==> config.mk <==
export PLATFORM = sky130hd
export DESIGN_NAME = seq_detector_p
export DESIGN_NICKNAME = d
export VERILOG_FILES = /design/src/rtl/seq_detector_p.sv
export SDC_FILE = /design/constraint.sdc
export NUM_CORES = 1
export LEC_CHECK = 0
export CAP_MARGIN = 10
export CORE_UTILIZATION = 30
export DETAILED_ROUTE_END_ITERATION = 10
export GPL_TIMING_DRIVEN = 1
export SLEW_MARGIN = 20
export SYNTH_ARGS = -nofsm -noshare
export SYNTH_HDL_FRONTEND = slang
export SYNTH_SLANG_ARGS = --single-unit
==> constraint.sdc <==
create_clock -name clk -period 2.57 [get_ports clk]
set_clock_uncertainty 0.2 [all_clocks]
set_input_delay 0.514 -clock clk [delete_from_list [all_inputs] [get_ports clk]]
set_output_delay 0.514 -clock clk [all_outputs]
set_load 0.005 [all_outputs]
==> src/rtl/seq_detector_p.sv <==
// Serial pattern detector: shifts x into a PATTERN_W-bit window on enabled edges
// and pulses s for one cycle on each match, with a saturating match counter.
module seq_detector_p #(
  parameter int                     PATTERN_W = 4,
  parameter logic [PATTERN_W-1:0]   PATTERN   = 4'b1011,
  parameter bit                     OVERLAP   = 1'b1,
  parameter int                     CNT_W     = 8,
  localparam int                    FILL_W    = $clog2(PATTERN_W + 1)
) (
  input  logic              clk,
  input  logic              rst_n,
  input  logic              clear,
  input  logic              en,
  input  logic              x,
  output logic              s,
  output logic [CNT_W-1:0]  count,
  output logic              sat,
  output logic [FILL_W-1:0] fill
);

  localparam logic [FILL_W-1:0] FILL_MAX = FILL_W'(PATTERN_W);
  localparam logic [CNT_W-1:0]  CNT_MAX  = {CNT_W{1'b1}};

  logic [PATTERN_W-1:0] window_q, window_d;
  logic [FILL_W-1:0]    fill_q,   fill_d;
  logic [CNT_W-1:0]     count_q,  count_d;
  logic                 s_q,      s_d;
  logic                 sat_q,    sat_d;
  logic                 match;

  always_comb begin
    // NOTE: every always_comb output gets a default first so no path leaves it unassigned (no latch).
    window_d = window_q;
    fill_d   = fill_q;
    count_d  = count_q;
    s_d      = 1'b0;
    match    = 1'b0;

    if (clear) begin
      window_d = '0;
      fill_d   = '0;
      count_d  = '0;
    end else if (en) begin
      window_d = {window_q[PATTERN_W-2:0], x};
      fill_d   = (fill_q == FILL_MAX) ? fill_q : fill_q + 1'b1;
      // Match is judged on the post-shift window; fill gates out stale pre-reset/clear bits.
      match    = (window_d == PATTERN) && (fill_d == FILL_MAX);
      if (match) begin
        s_d     = 1'b1;
        count_d = (count_q == CNT_MAX) ? count_q : count_q + 1'b1;
        if (!OVERLAP) fill_d = '0;
      end
    end

    sat_d = (count_d == CNT_MAX);
  end

  always_ff @(posedge clk or negedge rst_n) begin
    if (!rst_n) begin
      window_q <= '0;
      fill_q   <= '0;
      count_q  <= '0;
      s_q      <= 1'b0;
      sat_q    <= 1'b0;
    end else begin
      // NOTE: sequential state uses non-blocking assignments so all registers update from pre-edge values.
      window_q <= window_d;
      fill_q   <= fill_d;
      count_q  <= count_d;
      s_q      <= s_d;
      sat_q    <= sat_d;
    end
  end

  assign s     = s_q;
  assign count = count_q;
  assign sat   = sat_q;
  assign fill  = fill_q;

endmodule

# Yosys cells after proc, flatten, opt, wreduce, memory -nomap -nowiden
# Cells that the tools add are included.
[classes] addsub=2 multipliers=0 n_div=0 order_cmp=0 n_eq_ne=5 shift=0 muxes=12 bitwise_logic=0 reduce_logical=2
[op_table] cell="8-bit 2-to-1 mux" n=4
[op_table] cell="8-bit equality test, second input constant" n=2
[op_table] cell="3-bit 2-to-1 mux" n=5
[op_table] cell="8-bit by 1-bit adder with 8-bit output, second input constant" n=1
[op_table] cell="3-bit equality test, second input constant" n=2
[op_table] cell="4-bit equality test, second input constant" n=1
[op_table] cell="3-bit by 1-bit adder with 3-bit output, second input constant" n=1
[op_table] cell="1-bit 2-to-1 mux" n=3
[op_table] cell="2-bit nonzero test" n=1
[op_table] cell="1-bit logical AND" n=1
[totals] regBits=16 latchBits=0 ramBits=0 rom_bits=0 in_bits=5 out_inout_bits=13 wordCells=26 memories=0

# Logic depth before layout (Yosys ltp)
[depth] word_depth=8 ltp_mapped=8 ltp_nobuf=7

# Worst setup path after synthesis
# No wires, ideal clock.
[synth_path] path_kind="register -> register" startpoint="reg fill_q[0] (netlist: fill[0])" endpoint="reg sat_q (netlist: sat)" setup_ns=0.129 arrival_time_ns=2.178 required_time_ns=2.241 setup_slack_ns=0.064 path_stages_with_launch=9 n_path_buf=1 synth_period_minus_slack_ns=2.506 cell_sequence="dfrtp_1 > inv_1 > ha_1 > or4b_1 > o311a_2 > buf_6 > nor4_4 > mux2i_1 > nor4_2"
[synth_between] elab_chain_cells=8 elab_cells_between_ends=9 classes_between="1 x add/sub; 3 x eq/ne; 4 x mux; 1 x reduce/logical"
[synth_lines] element="start: declaration" line="25" rtl="logic [FILL_W-1:0] fill_q, fill_d;"
[synth_lines] element="start signal: assignment" line="68" rtl="fill_q <= fill_d;"
[synth_lines] element="3-bit by 1-bit adder with 3-bit output / 3-bit equality test (equally long branches)" line="45" rtl="fill_d = (fill_q == FILL_MAX) ? fill_q : fill_q + 1'b1;"
[synth_lines] element="3-bit 2-to-1 mux *" line="45"
[synth_lines] element="3-bit equality test *" line="47" rtl="match = (window_d == PATTERN) && (fill_d == FILL_MAX);"
[synth_lines] element="1-bit logical AND *" line="47"
[synth_lines] element="8-bit 2-to-1 mux *" line="48" rtl="if (match) begin"
[synth_lines] element="8-bit 2-to-1 mux *" line="43" rtl="end else if (en) begin"
[synth_lines] element="8-bit 2-to-1 mux *" line="39" rtl="if (clear) begin"
[synth_lines] element="8-bit equality test *" line="55" rtl="sat_d = (count_d == CNT_MAX);"
[synth_lines] element="net sat_d" line="28" rtl="logic sat_q, sat_d;"
[synth_lines] element="end signal: assignment" line="71" rtl="sat_q <= sat_d;"
[synth_lines] element="end: declaration" line="28"
# The timed path passes the listed nets; every way through them passes the cells marked *.
# A chain may end at the register's enable or synchronous reset.

# Final worst setup path
# Same ends and word-level chain as after synthesis.

==> impl_metrics.ini <==
[layout]
fillers = 305
regArea_um2 = 400
final_nets = 140
drive_gt1_share_pct = 29.8
n_antenna_cell = 0
multiInputGateArea_um2 = 617
syn2layout_area_growth_pct = 43.3

[logic_synthesis]
syn_inst = 99
synth.top_cells.by_area = dfrtp_1, mux2i_1, nor2_1
synth.largest_area_cell = dfrtp_1
syn-num-nets = 107
yosys_register_bits = 16
syn_area_um2 = 992
yosys_warnings = 0
yosysSeqAreaShare_pct = 40.4
synth_cell_types = 36
synth_top_area_share_pct = 40.4
synth_area_per_cell_um2 = 10.0

[cts]
cts.clk_slew.worst_paths_ns = 0.10
clock_latency_ns = 0.30
cts_tree = built
postCtsHoldBufs = 0
cts_buffers = 3
htreeDepth = 1
clockRootBuffer = clkbuf_4
clock_path_buffers = 2
clock_sinks = 16

[worst_setup_path]
rr_startpoint = fill[0]
crit_chain = buf_4, ha_2, or4b_4, o311a_4, buf_4, o31a_1, o22ai_2, nor4_2
timing.rr.end = sat
arrival_ns = 2.50
crit_top_cell = buf_4
worst_path_largest_cell_delay_ns = 0.51
crit_type = reg -> reg
critPathBufInv = 2
cp_slowest_cell = or4b_4
r2r_setup_slack_ns = 0.06
endpoint_kind = flop
crit_family = compound AO/OA/AOI/OAI gates
crit_fanout = 7
cp-start-kind = flop
r2r_cells = 8
required_ns = 2.56

[floorplanning]
core_um2 = 3100
rows = 20
start_util_pct = 32.0
io_pins = 18
dieWidth_um = 59.5
dieHeight_um = 59.5
dieArea_um2 = 3540

[global_route]
antenna_found_initial = 0
overflow = 0
grt_pass1_wl_um = 3930
grt_pass1_vias = 859
grtUsageTotal_pct = 14.8
grt_max_degree = 11

[pwr]
p_per_area_nw_per_um2 = 361
ir_drop_mv = 0.222
finalPower_mw = 0.513
p_leak_nw = 0.602

[timing]
setup_viol = 0
tightest_slew_ns = 0.435
grt_setup_unrepaired = true
drv_slew = 0
whs_ns = 0.310
hold_viol_final = 0
min_period_ns = 2.51
period_share_pct = 97.7
max_freq_ghz = 0.398
maxSlewHeadroom_pct = 70.9

[route]
wl_per_cell_um = 12.8
drt_iter0_markers = 11
viasPerCell = 4.92
antenna_left = 0
wl_um = 2250
remaining_drc_errors = 0
routed-via-count = 861
dr.pass1.iters = 4

[placement]
io_buffers = 17
routabilityCongestion = 0.887
place_hpwl_um = 1590

[job]
cap_viol_max_count = 0

[status]
outcome = completed

[hold_path]
hold_path.class = in -> async
[report_power, final]
group	switching (mW)	internal [mW]	leakage, nW	total, mW
clock network	0.0884	0.0865	0.0210	0.175
logic	0.0358	0.0414	0.360	0.0772
registers	0.00429	0.256	0.221	0.261
total	0.128	0.384	0.602	0.513
[worst max-delay path by stage]
stage | slack, ns | from | to | cells past startpoint
final | 0.06 | fill[0] | sat | 8
after global routing | -0.04 | fill[0] | sat | 8
after CTS | 0.02 | fill[0] | sat | 7
after detailed placement | -0.17 | x | sat | 7
after global placement | -0.12 | en | sat | 7
after floorplan | 0.06 | fill[0] | sat | 8
[per-layer routing]
metal  GRT usage [%]  vias up  part of all wire (%)
met5               0        -                     0
met4            6.64        0                   2.4
met3            2.84        7                   3.4
li1                -      424                     -
met1            19.6      412                    46
met2            23.4       18                    48
[logic make-up (layout without fill, tap and decap cells)]
| kind of cell | Yosys count | in the layout | synth area share, % |
|---|---|---|---|
| AND/OR/NAND/NOR | 43 | 43 | 28.1 |
| AO/OA/AOI/OAI | 16 | 16 | 12.1 |
| flip-flops | 16 | 16 | 40.4 |
| buffers and inverters | 11 | 43 | 6.05 |
| multiplexers | 6 | 6 | 6.05 |
| XOR/XNOR | 4 | 4 | 3.53 |
| adder cells (fa/ha/maj) | 3 | 3 | 3.78 |
[sequential cells by signal, summed over array words and instances, names as in the netlist]
signal,flops
sat,1
window_q,3
count,8
s,1
fill,3
[timing repair]
| item | in CTS | in global routing |
|---|---|---|
| pin swaps | 2 | 5 |
| resized for setup | 2 | 10 |
| endpoints found under the setup margin | 2 | 8 |
| buffers inserted | 4 | 0 |
[metrics by stage]
step | instances | cell area [µm²] | setup TNS [ns] | utilization, % | worst slack [ns]
3_3_place_gp | 167 | 1270 | -0.637 | 40.9 | -0.120
3_5_place_dp | 167 | 1270 | -0.685 | 40.9 | -0.166
5_1_grt | 175 | 1420 | -0.0441 | 45.8 | -0.0441
4_1_cts | 175 | 1350 | 0 | 43.5 | 0.0244
6_report | 175 | 1420 | 0 | 45.8 | 0.0588
2_1_floorplan | 99 | 992 | 0 | - | 0.0635
[placed cells by master (no fill, tap or decap), types with 2 or more instances in the layout]
cell type / synthesis / routed
o21ba_2: 2 / 2
nor4_2: 2 / 2
nor2b_1: 3 / 3
buf_4: 1 / 16
clkdlybuf4s50_1: 0 / 17
mux2i_1: 6 / 6
xnor2_1: 4 / 4
and3_1: 2 / 2
or4b_4: 1 / 2
o31a_1: 2 / 2
dfrtp_1: 16 / 16
nor4_4: 1 / 4
nor2_1: 11 / 11
clkbuf_4: 0 / 3
a21oi_1: 5 / 5
nand3_1: 4 / 4
nor3_1: 4 / 3
inv_1: 6 / 6
nand2_1: 4 / 4
[cell usage after synthesis (all sizes together)]
| cell | n |
|---|---|
| nor4 | 6 |
| o311a | 1 |
| o21ai | 1 |
| ha | 3 |
| nand4 | 1 |
| buf | 3 |
| xnor2 | 4 |
| dfrtp | 16 |
| mux2i | 6 |
| o21ba | 2 |
| clkbuf | 2 |
| o311ai | 1 |
| nor2b | 3 |
| o22ai | 1 |
| nor4b | 1 |
| or4b | 2 |
| and2 | 1 |
| and4b | 1 |
| o31a | 2 |
| nand3 | 5 |
| a21oi | 5 |
| or3b | 1 |
| a22oi | 1 |
| inv | 6 |
| nand2 | 4 |
| nor3 | 4 |
| or3 | 1 |
| and3 | 2 |
| nor2 | 11 |
| a2bb2o | 1 |
| o211ai | 1 |
[cell type report]
cell class              instances  area share, %
repair buffers                 33           20.4
flip-flops and latches         16           28.2
well taps                      44           3.87
multi-input cells              72           43.4
clock buffers                   4           2.55
inverters                       6           1.58
No activity file was read; power rests on OpenSTA's default activity.
